$ cat src/rtl/stack_sequencer_pkg.sv
// Shared encodings, FSM states and depth rules
// for the SmartStack sequencer.
package stack_ctl_pkg;

    localparam logic [2:0] F_PUSH   = 3'b000;
    localparam logic [2:0] F_D1PUSH = 3'b001;
    localparam logic [2:0] F_D2PUSH = 3'b010;
    localparam logic [2:0] F_SWAP   = 3'b011;
    localparam logic [2:0] F_DROP   = 3'b100;
    localparam logic [2:0] F_DROP2  = 3'b101;
    localparam logic [2:0] F_ROLL   = 3'b110;
    localparam logic [2:0] F_PEEK   = 3'b111;

    typedef enum logic [2:0] {
        S_IDLE,
        S_FETCH,
        S_STORE,
        S_CAPTURE,
        S_RESP
    } state_e;

    function automatic int min_depth(input logic [2:0] f);
        int m;
        case (f)
            F_D1PUSH, F_DROP:            m = 1;
            F_D2PUSH, F_SWAP, F_DROP2:   m = 2;
            F_ROLL:                      m = 3;
            default:                     m = 0;
        endcase
        return m;
    endfunction

    function automatic int depth_delta(input logic [2:0] f);
        int d;
        case (f)
            F_PUSH:           d = 1;
            F_D2PUSH, F_DROP: d = -1;
            F_DROP2:          d = -2;
            default:          d = 0;
        endcase
        return d;
    endfunction

endpackage

$ cat src/rtl/stack_sequencer_if.sv
// Requester, stack and status signals of the sequencer.
// master = environment side, slave = sequencer side.
interface stack_sequencer_if #(
    parameter int WIDTH = 16,
    parameter int DEPTH = 8
);

    logic                     i_req0_valid;
    logic                     i_req1_valid;
    logic                     o_req0_ready;
    logic                     o_req1_ready;
    logic [2:0]               i_req0_func;
    logic [2:0]               i_req1_func;
    logic [WIDTH-1:0]         i_req0_data;
    logic [WIDTH-1:0]         i_req1_data;
    logic                     o_stk_fetch;
    logic                     o_stk_store;
    logic [2:0]               o_stk_func;
    logic [WIDTH-1:0]         o_stk_data;
    logic [WIDTH-1:0]         i_stk_A;
    logic [WIDTH-1:0]         i_stk_B;
    logic                     o_rsp_valid;
    logic                     o_rsp_port;
    logic                     o_rsp_err;
    logic [WIDTH-1:0]         o_rsp_A;
    logic [WIDTH-1:0]         o_rsp_B;
    logic [$clog2(DEPTH)-1:0] o_depth;
    logic                     o_empty;
    logic                     o_full;

    modport master (
        output i_req0_valid, i_req1_valid,
        output i_req0_func, i_req1_func,
        output i_req0_data, i_req1_data,
        output i_stk_A, i_stk_B,
        input  o_req0_ready, o_req1_ready,
        input  o_stk_fetch, o_stk_store,
        input  o_stk_func, o_stk_data,
        input  o_rsp_valid, o_rsp_port, o_rsp_err,
        input  o_rsp_A, o_rsp_B,
        input  o_depth, o_empty, o_full
    );

    modport slave (
        input  i_req0_valid, i_req1_valid,
        input  i_req0_func, i_req1_func,
        input  i_req0_data, i_req1_data,
        input  i_stk_A, i_stk_B,
        output o_req0_ready, o_req1_ready,
        output o_stk_fetch, o_stk_store,
        output o_stk_func, o_stk_data,
        output o_rsp_valid, o_rsp_port, o_rsp_err,
        output o_rsp_A, o_rsp_B,
        output o_depth, o_empty, o_full
    );

endinterface

$ cat src/rtl/stack_sequencer_rr_arbiter.sv
// Two-port round-robin grant; the pointer flips
// to the other port on every advance.
module stack_rr_arbiter (
    input  logic       clk_i,
    input  logic       rst_i,
    input  logic [1:0] valid_i,
    input  logic       advance_i,
    output logic [1:0] gnt_o
);

    logic ptr_q, ptr_d;

    always_comb begin
        gnt_o = valid_i;
        if (valid_i[0] && valid_i[1]) begin
            gnt_o = ptr_q ? 2'b10 : 2'b01;
        end
        ptr_d = ptr_q;
        if (advance_i) begin
            ptr_d = gnt_o[0];
        end
    end

    always_ff @(posedge clk_i) begin
        if (rst_i) begin
            ptr_q <= 1'b0;
        end else begin
            ptr_q <= ptr_d;
        end
    end

endmodule

$ cat src/rtl/stack_sequencer.sv
// Arbitrates two requesters and drives the SmartStack
// fetch/store pair, tracking depth to reject bad ops.
module stack_sequencer
    import stack_ctl_pkg::*;
#(
    parameter int WIDTH = 16,
    parameter int DEPTH = 8
) (
    input logic               i_clk,
    input logic               i_rst,
    stack_sequencer_if.slave  bus
);

    localparam int DW = $clog2(DEPTH);

    state_e           state_q, state_d;
    logic [2:0]       func_q, func_d;
    logic [WIDTH-1:0] data_q, data_d;
    logic             port_q, port_d;
    logic             err_q, err_d;
    logic [WIDTH-1:0] rsp_a_q, rsp_a_d;
    logic [WIDTH-1:0] rsp_b_q, rsp_b_d;
    logic [DW-1:0]    depth_q, depth_d;

    logic [1:0]       gnt;
    logic             idle_ok;
    logic             accept;
    logic             sel;
    logic [2:0]       sel_func;
    logic [WIDTH-1:0] sel_data;
    logic             legal;

    assign idle_ok  = (state_q == S_IDLE) && !i_rst;
    assign accept   = idle_ok && (gnt != 2'b00);
    assign sel      = gnt[1];
    assign sel_func = sel ? bus.i_req1_func : bus.i_req0_func;
    assign sel_data = sel ? bus.i_req1_data : bus.i_req0_data;

    // PUSH needs one spare slot below the pointer wrap
    assign legal = (int'(depth_q) >= min_depth(sel_func))
                && ((sel_func != F_PUSH)
                    || (int'(depth_q) <= DEPTH - 2));

    stack_rr_arbiter u_arb (
        .clk_i     (i_clk),
        .rst_i     (i_rst),
        .valid_i   ({bus.i_req1_valid, bus.i_req0_valid}),
        .advance_i (accept),
        .gnt_o     (gnt)
    );

    always_comb begin
        state_d = state_q;
        func_d  = func_q;
        data_d  = data_q;
        port_d  = port_q;
        err_d   = err_q;
        rsp_a_d = rsp_a_q;
        rsp_b_d = rsp_b_q;
        depth_d = depth_q;
        unique case (state_q)
            S_IDLE: begin
                if (accept) begin
                    func_d  = sel_func;
                    data_d  = sel_data;
                    port_d  = sel;
                    err_d   = !legal;
                    rsp_a_d = '0;
                    rsp_b_d = '0;
                    state_d = legal ? S_FETCH : S_RESP;
                end
            end
            S_FETCH: state_d = S_STORE;
            S_STORE: begin
                depth_d = DW'(int'(depth_q)
                              + depth_delta(func_q));
                state_d = (func_q == F_PEEK) ? S_CAPTURE
                                             : S_RESP;
            end
            S_CAPTURE: begin
                rsp_a_d = bus.i_stk_A;
                rsp_b_d = bus.i_stk_B;
                state_d = S_RESP;
            end
            S_RESP:  state_d = S_IDLE;
            default: state_d = S_IDLE;
        endcase
    end

    always_ff @(posedge i_clk) begin
        if (i_rst) begin
            state_q <= S_IDLE;
            func_q  <= '0;
            data_q  <= '0;
            port_q  <= 1'b0;
            err_q   <= 1'b0;
            rsp_a_q <= '0;
            rsp_b_q <= '0;
            depth_q <= '0;
        end else begin
            state_q <= state_d;
            func_q  <= func_d;
            data_q  <= data_d;
            port_q  <= port_d;
            err_q   <= err_d;
            rsp_a_q <= rsp_a_d;
            rsp_b_q <= rsp_b_d;
            depth_q <= depth_d;
        end
    end

    logic strobe;
    assign strobe = (state_q == S_FETCH) || (state_q == S_STORE);

    assign bus.o_req0_ready = idle_ok && gnt[0];
    assign bus.o_req1_ready = idle_ok && gnt[1];
    assign bus.o_stk_fetch  = (state_q == S_FETCH);
    assign bus.o_stk_store  = (state_q == S_STORE);
    assign bus.o_stk_func   = strobe ? func_q : 3'b000;
    assign bus.o_stk_data   = strobe ? data_q : '0;
    assign bus.o_rsp_valid  = (state_q == S_RESP);
    assign bus.o_rsp_port   = port_q;
    assign bus.o_rsp_err    = err_q;
    assign bus.o_rsp_A      = rsp_a_q;
    assign bus.o_rsp_B      = rsp_b_q;
    assign bus.o_depth      = depth_q;
    assign bus.o_empty      = (depth_q == '0);
    assign bus.o_full       = (depth_q == DW'(DEPTH - 1));

endmodule

$ cat src/flat_wrapper.sv
// flat-port wrapper written by rule: the top's interface ports become plain ports
module stack_sequencer_flat import stack_ctl_pkg::*;
#(
    parameter int WIDTH = 16,
    parameter int DEPTH = 8
)
  (i_clk, i_rst, bus_i_req0_valid, bus_i_req1_valid, bus_i_req0_func, bus_i_req1_func, bus_i_req0_data, bus_i_req1_data, bus_i_stk_A, bus_i_stk_B, bus_o_req0_ready, bus_o_req1_ready, bus_o_stk_fetch, bus_o_stk_store, bus_o_stk_func, bus_o_stk_data, bus_o_rsp_valid, bus_o_rsp_port, bus_o_rsp_err, bus_o_rsp_A, bus_o_rsp_B, bus_o_depth, bus_o_empty, bus_o_full);
  stack_sequencer_if #(.WIDTH(WIDTH), .DEPTH(DEPTH)) bus_i ();
  input logic i_clk;
  input logic i_rst;
  input wire logic [$bits(bus_i.i_req0_valid)-1:0] bus_i_req0_valid;
  input wire logic [$bits(bus_i.i_req1_valid)-1:0] bus_i_req1_valid;
  input wire logic [$bits(bus_i.i_req0_func)-1:0] bus_i_req0_func;
  input wire logic [$bits(bus_i.i_req1_func)-1:0] bus_i_req1_func;
  input wire logic [$bits(bus_i.i_req0_data)-1:0] bus_i_req0_data;
  input wire logic [$bits(bus_i.i_req1_data)-1:0] bus_i_req1_data;
  input wire logic [$bits(bus_i.i_stk_A)-1:0] bus_i_stk_A;
  input wire logic [$bits(bus_i.i_stk_B)-1:0] bus_i_stk_B;
  output wire logic [$bits(bus_i.o_req0_ready)-1:0] bus_o_req0_ready;
  output wire logic [$bits(bus_i.o_req1_ready)-1:0] bus_o_req1_ready;
  output wire logic [$bits(bus_i.o_stk_fetch)-1:0] bus_o_stk_fetch;
  output wire logic [$bits(bus_i.o_stk_store)-1:0] bus_o_stk_store;
  output wire logic [$bits(bus_i.o_stk_func)-1:0] bus_o_stk_func;
  output wire logic [$bits(bus_i.o_stk_data)-1:0] bus_o_stk_data;
  output wire logic [$bits(bus_i.o_rsp_valid)-1:0] bus_o_rsp_valid;
  output wire logic [$bits(bus_i.o_rsp_port)-1:0] bus_o_rsp_port;
  output wire logic [$bits(bus_i.o_rsp_err)-1:0] bus_o_rsp_err;
  output wire logic [$bits(bus_i.o_rsp_A)-1:0] bus_o_rsp_A;
  output wire logic [$bits(bus_i.o_rsp_B)-1:0] bus_o_rsp_B;
  output wire logic [$bits(bus_i.o_depth)-1:0] bus_o_depth;
  output wire logic [$bits(bus_i.o_empty)-1:0] bus_o_empty;
  output wire logic [$bits(bus_i.o_full)-1:0] bus_o_full;
  assign bus_i.i_req0_valid = bus_i_req0_valid;
  assign bus_i.i_req1_valid = bus_i_req1_valid;
  assign bus_i.i_req0_func = bus_i_req0_func;
  assign bus_i.i_req1_func = bus_i_req1_func;
  assign bus_i.i_req0_data = bus_i_req0_data;
  assign bus_i.i_req1_data = bus_i_req1_data;
  assign bus_i.i_stk_A = bus_i_stk_A;
  assign bus_i.i_stk_B = bus_i_stk_B;
  assign bus_o_req0_ready = bus_i.o_req0_ready;
  assign bus_o_req1_ready = bus_i.o_req1_ready;
  assign bus_o_stk_fetch = bus_i.o_stk_fetch;
  assign bus_o_stk_store = bus_i.o_stk_store;
  assign bus_o_stk_func = bus_i.o_stk_func;
  assign bus_o_stk_data = bus_i.o_stk_data;
  assign bus_o_rsp_valid = bus_i.o_rsp_valid;
  assign bus_o_rsp_port = bus_i.o_rsp_port;
  assign bus_o_rsp_err = bus_i.o_rsp_err;
  assign bus_o_rsp_A = bus_i.o_rsp_A;
  assign bus_o_rsp_B = bus_i.o_rsp_B;
  assign bus_o_depth = bus_i.o_depth;
  assign bus_o_empty = bus_i.o_empty;
  assign bus_o_full = bus_i.o_full;
  stack_sequencer #(.WIDTH(WIDTH), .DEPTH(DEPTH)) u_core (.i_clk(i_clk), .i_rst(i_rst), .bus(bus_i));
endmodule
$ cat config.mk
export PLATFORM = sky130hd
export DESIGN_NAME = stack_sequencer_flat
export DESIGN_NICKNAME = d
export VERILOG_FILES = /design/src/rtl/stack_sequencer_pkg.sv /design/src/rtl/stack_sequencer_if.sv /design/src/rtl/stack_sequencer_rr_arbiter.sv /design/src/rtl/stack_sequencer.sv /design/src/flat_wrapper.sv
export SDC_FILE = /design/constraint.sdc
export NUM_CORES = 1
export LEC_CHECK = 0
export ABC_AREA = 1
export BUFFER_PORTS_ARGS = -buffer_cell sky130_fd_sc_hd__buf_4
export CELL_PAD_IN_SITES_DETAIL_PLACEMENT = 2
export CELL_PAD_IN_SITES_GLOBAL_PLACEMENT = 2
export CORE_MARGIN = 8
export CORE_UTILIZATION = 23
export CTS_CLUSTER_SIZE = 14
export DETAILED_ROUTE_END_ITERATION = 7
export GPL_ROUTABILITY_DRIVEN = 0
export PLACE_DENSITY_LB_ADDON = 0.1
export SLEW_MARGIN = 10
export SYNTH_ARGS = -nofsm -noshare
export SYNTH_HDL_FRONTEND = slang
export SYNTH_SLANG_ARGS = --single-unit
$ cat constraint.sdc
create_clock -name i_clk -period 2.6 [get_ports i_clk]
set_input_delay 0 -clock i_clk [delete_from_list [all_inputs] [get_ports i_clk]]
set_output_delay 0 -clock i_clk [all_outputs]
set_load 0.03 [all_outputs]
=== Word level (Yosys, flattened, before mapping) ===
Cells that the tools add are included.

* Word-level logic and storage cells: 65
* Register bits after elaboration: 60
* Output and inout bits: 63

* Multiplexer cells: 16
* $add $sub $neg: 1
* $lt $le $gt $ge: 2
* Reduce and logical (&&, ||, !) cells: 21
* Eq/ne operators: 16

{| class="wikitable"
|+ Operators by type and width
! cell !! count
|-
| $pmux W16 S2 || 2
|-
| $mux W16 || 3
|-
| $eq A3 B3 Y1 const B || 8
|-
| $mux W3 || 6
|-
| $eq A3 B2 Y1 const B || 5
|-
| $pmux W3 S4 || 1
|-
| $logic_not A3 Y1 || 3
|-
| $pmux W3 S3 || 1
|-
| $eq A3 B1 Y1 const B || 2
|-
| $logic_and A1 B1 Y1 || 6
|-
| $pmux W2 S3 || 1
|-
| $mux W2 || 2
|-
| $reduce_and A2 Y1 || 2
|-
| $reduce_bool A2 Y1 || 2
|-
| $reduce_or A2 Y1 || 2
|-
| $add A3 B3 Y3 || 1
|-
| $ge A3 B2 Y1 || 1
|-
| $le A3 B3 Y1 const B || 1
|-
| $reduce_bool A3 Y1 || 1
|-
| $reduce_or A3 Y1 || 1
|-
| $logic_not A1 Y1 || 2
|-
| $logic_or A1 B1 Y1 || 2
|-
| $ne A2 B1 Y1 const B || 1
|}

=== Logic depth before layout (Yosys ltp) ===
* Word-level depth: 11
* Depth in mapped cells: 16
* Mapped depth without buffers: 15

=== By module ===
A second synthesis with hierarchy kept.

* Cell total of the unflattened synthesis: 408
* Area total of the unflattened synthesis: 2,960.3 um^2

{| class="wikitable"
|+ By module, submodules not included
! module !! cells an instance !! area each (um^2) !! times used
|-
| stack_sequencer || 397 || 2,899.0 || 1
|-
| stack_rr_arbiter || 11 || 61.3 || 1
|}

=== Least setup slack after synthesis ===
OpenSTA, ideal clock, no wires.

* Kind: register to output
* Start point: register u_core.state_q[0]
* End point: output port bus_o_stk_data[0]
* Buffers on the path: 1
* Stages on the path, launching flop included: 8
* Data arrival time: 1,973 ps
* Path slack: 627 ps
* Path through: dfxtp_1 inv_2 nor3_1 inv_1 nand2_1 inv_2 buf_2 nor2_1

* Longest elaborated chain between the ends: 3
* Elaborated cells between the ends (all ways): 4
* Those cells by class: eq/ne: 2; mux: 1; reduce/logical: 1

{| class="wikitable"
|+ RTL lines
! element !! RTL line !! RTL
|-
| start: declaration || stack_sequencer.sv:16 || <nowiki>state_e state_q, state_d;</nowiki>
|-
| start signal: assignment || stack_sequencer.sv:101 || <nowiki>state_q <= state_d;</nowiki>
|-
| $eq A3 B1 Y1 || n/a ||
|-
| net bus_o_stk_fetch || flat_wrapper.sv:21 || <nowiki>output wire logic [$bits(bus_i.o_stk_fetch)-1:0] bus_o_stk_fetch;</nowiki>
|-
| $logic_or A1 B1 Y1 || stack_sequencer.sv:113 || <nowiki>assign strobe = (state_q == S_FETCH) || (state_q == S_STORE);</nowiki>
|-
| $mux W16 || stack_sequencer.sv:120 || <nowiki>assign bus.o_stk_data = strobe ? data_q : '0;</nowiki>
|-
| end: declaration || flat_wrapper.sv:24 || <nowiki>output wire logic [$bits(bus_i.o_stk_data)-1:0] bus_o_stk_data;</nowiki>
|}

The timed path passes the listed nets, and every way through them passes these cells.

=== Final worst setup path ===
* Start point: register u_core.u_arb.ptr_q
* End point: register u_core.rsp_b_q[0] (netlist: u_core.bus.o_rsp_B[0])

* Longest elaborated chain between the ends: 6

{| class="wikitable"
|+ RTL lines
! element !! RTL line !! RTL
|-
| start: declaration || stack_sequencer_rr_arbiter.sv:11 || <nowiki>logic ptr_q, ptr_d;</nowiki>
|-
| start signal: assignment || stack_sequencer_rr_arbiter.sv:28 || <nowiki>ptr_q <= ptr_d;</nowiki>
|-
| $mux W2 || stack_sequencer_rr_arbiter.sv:16 || <nowiki>gnt_o = ptr_q ? 2'b10 : 2'b01;</nowiki>
|-
| $mux W2 || stack_sequencer_rr_arbiter.sv:15 || <nowiki>if (valid_i[0] && valid_i[1]) begin</nowiki>
|-
| $reduce_bool A2 Y1 || stack_sequencer.sv:34 || <nowiki>assign accept = idle_ok && (gnt != 2'b00);</nowiki>
|-
| $logic_and A1 B1 Y1 || stack_sequencer.sv:34 ||
|-
| $ne A2 B1 Y1 (no source line) || n/a ||
|-
| $reduce_and A2 Y1 (no source line) || n/a ||
|-
| end signal: assignment || stack_sequencer.sv:107 || <nowiki>rsp_b_q <= rsp_b_d;</nowiki>
|-
| end: declaration || stack_sequencer.sv:22 || <nowiki>logic [WIDTH-1:0] rsp_b_q, rsp_b_d;</nowiki>
|}

Every way passes these cells.
A chain may end at the register's enable or synchronous reset.

==> reports/qor.yml <==
status: "completed"
ir_drop_uv: 240
worst_path_most_repeated_cell: "nand2_1"
end_kind: "flip-flop"
skew_ps: 6.08
num_rows: 40
clk_pin_slew_worst_paths_ps: 50
io_buffers: 136
clock_tree.root_cell: "clkbuf_16"
synth_edf_count: 0
synth_seq_cells: 60
ant_nets: 0
gr-total-overflow: 0
crit_arrival_ps: 2240
grt_pass1_wl_um: 18200
dp_cells: 658
start_util_pct: 23.2
slowest_stage: "nor2_4"
hold_viol: 0
leakage_nw: 2.01
layout.nets: 632
pwr_density_cell_nw_per_um2: 660
drv_slew: 0
synth_seq_area_share_pct: 43.6
num_antenna_cells: 0
ys_warn_count: 0
ctsLongestPathBuffers: 2
syn_nets: 471
netlist_area_um2: 2760
cap_violations: 0
rsz0062_at_grt: "no"
dieArea_um2: 15700
tns_ps: 0
drt-total-wl_um: 11000
die_x_um: 125
hold_path_class: "input port to flip-flop"
synth_cells: 393
antenna_found_initial: 0
drive_gt1_share_pct: 30.5
maxSlewHeadroom_pct: 47.7
die_h_um: 125
drt_first_iter_violations: 77
tightest_slew_ps: 782
globalRouteTotalUtil_pct: 14.4
vias: 3171
worstSetupStartpointType: "flip-flop"
io_pins: 137
post_cts_resized: 0
synthDistinctLibCells: 26
grt_pass1_vias: 3559
areaGrowthSynthToFinish_pct: 61.8
critical_path_class: "flip-flop to flip-flop"
cp_data_required_time_ps: 2850
syn_avg_cell_area_um2: 7.01
via_per_inst: 4.50
clock_latency_ps: 330
cts_sinks: 60
grt_max_degree: 38
async_reset_ff_share_pct: 0
instances_no_fill: 704
cts_buffers: 9
path_cells: "inv_1, nand2_1, buf_4, nand4_1, nand2_2, nor2_4, nand2_1, a21oi_1"
fmax_mhz: 504
max_stage_delay_ps: 580
crit_fanout: 32
synthFlopType: "dfxtp_1"
routedWlPerCell_um: 15.7
h-tree-depth: 3
dp_hpwl_um: 8090
core_area_um2: 11900
drc: 0
period_minus_slack_ps: 1990
period_share_pct: 76.4
setup_viol: 0
drt-pass1-iter-count: 3
cts_tree: "yes"
cell usage after synthesis (4+ instances only):
library cell,number,area [um^2]
nand3_1,21,105
nand2_1,117,439
o21ai_0,14,70.1
a21oi_1,58,290
o21ai_1,12,60.1
inv_1,31,116
nor2_1,29,109
nand2_2,4,25.0
buf_2,11,55.1
nor2_4,5,56.3
dfxtp_1,60,1200
worst max-delay path, delay by kind of cell (launching register included):
| family | cells | cell delay (ps) |
|---|---|---|
| compound gates | 1 | 160 |
| buf+inv | 2 | 300 |
| flops | 1 | 310 |
| simple gates | 5 | 1110 |
per-stage QoR:
stage | hold slack [ps] | instance area [um^2] | power (W) | util, % | setup WS [ps]
2_1_floorplan | 148 | 2760 | 0.00156 | - | 627
3_3_place_gp | 265 | 3860 | 0.00180 | 32.5 | 634
3_5_place_dp | 275 | 3860 | 0.00183 | 32.5 | 577
4_1_cts | 23.4 | 4460 | 0.00301 | 37.6 | 557
5_1_grt | 68.9 | 4460 | 0.00311 | 37.6 | 345
6_report | 37.8 | 4460 | 0.00294 | 37.6 | 614
report_power, final:
group          internal (W)  switching [W]
sequential          0.00100      0.0000403
clock              0.000708       0.000404
combinational      0.000288       0.000496
cell usage in the layout (no fill, tap or decap), types with 12 or more instances in the layout:
| cell | instances |
|---|---|
| a21oi_1 | 58 |
| buf_4 | 140 |
| dfxtp_1 | 60 |
| dlygate4sd3_1 | 32 |
| inv_1 | 31 |
| nand2_1 | 117 |
| nand3_1 | 21 |
| nor2_1 | 29 |
| o21ai_0 | 14 |
| o21ai_1 | 12 |
repair_timing:
item / 4_1_cts / 5_1_grt
setup buffers: 0 / 0
hold buffers: 32 / 0
setup endpoints to repair: 0 / 0
endpoints found under the hold margin: 32 / 0
layout make-up:
| class | instances | area, um^2 |
|---|---|---|
| Tap cell | 147 | 184 |
| Clock buffer | 12 | 267 |
| Timing Repair Buffer | 172 | 1370 |
| Inverter | 34 | 128 |
| Multi-Input combinational cell | 277 | 1300 |
| Clock inverter | 2 | 10.0 |
| Sequential cell | 60 | 1200 |
| Fill cell | 1391 | 7400 |
sequential cells by signal, summed over array words and instances (netlist names):
name and cells:
u_core.bus.o_rsp_A 16, u_core.bus.o_rsp_B 16, u_core.data_q 16, u_core.bus.o_depth 3, u_core.func_q 3, u_core.state_q 3, u_core.bus.o_rsp_err 1, u_core.bus.o_rsp_port 1
u_core.u_arb.ptr_q 1
cells by family (layout without fill, tap and decap cells):
group	count (synthesis)	after routing	synth area share, %
and+or+nand+nor	185	185	28.6
AOI/OAI and AO/OA	87	87	16.0
DFF	60	60	43.6
buffers and inverters	56	220	9.35
adders and majority gates	4	4	2.09
xor gates and xnor gates	1	1	0.318
per-layer routing:
metal	global-route usage (%)	up-vias	part of all wire, %
li1	-	1580	-
met1	16.2	1488	44
met2	24.9	91	49
met3	3.78	12	5.0
met4	6.45	0	1.7
met5	0	-	0
path summary, 6_finish.rpt:
check / startpoint / depth (start not counted) / slack (ps) / end
max: u_core.u_arb.ptr_q$_SDFFE_PP0P_ / 8 / 610 / u_core.bus.o_rsp_B[0]$_SDFFE_PP0P_
min: bus_i_req0_data[3] / 5 / 40 / u_core.data_q[3]$_SDFFE_PP0P_
max reg2reg: u_core.u_arb.ptr_q$_SDFFE_PP0P_ / 8 / 610 / u_core.bus.o_rsp_B[0]$_SDFFE_PP0P_
min reg2reg: u_core.data_q[8]$_SDFFE_PP0P_ / 2 / 450 / u_core.data_q[8]$_SDFFE_PP0P_
No activity file was read; power rests on OpenSTA's default activity.
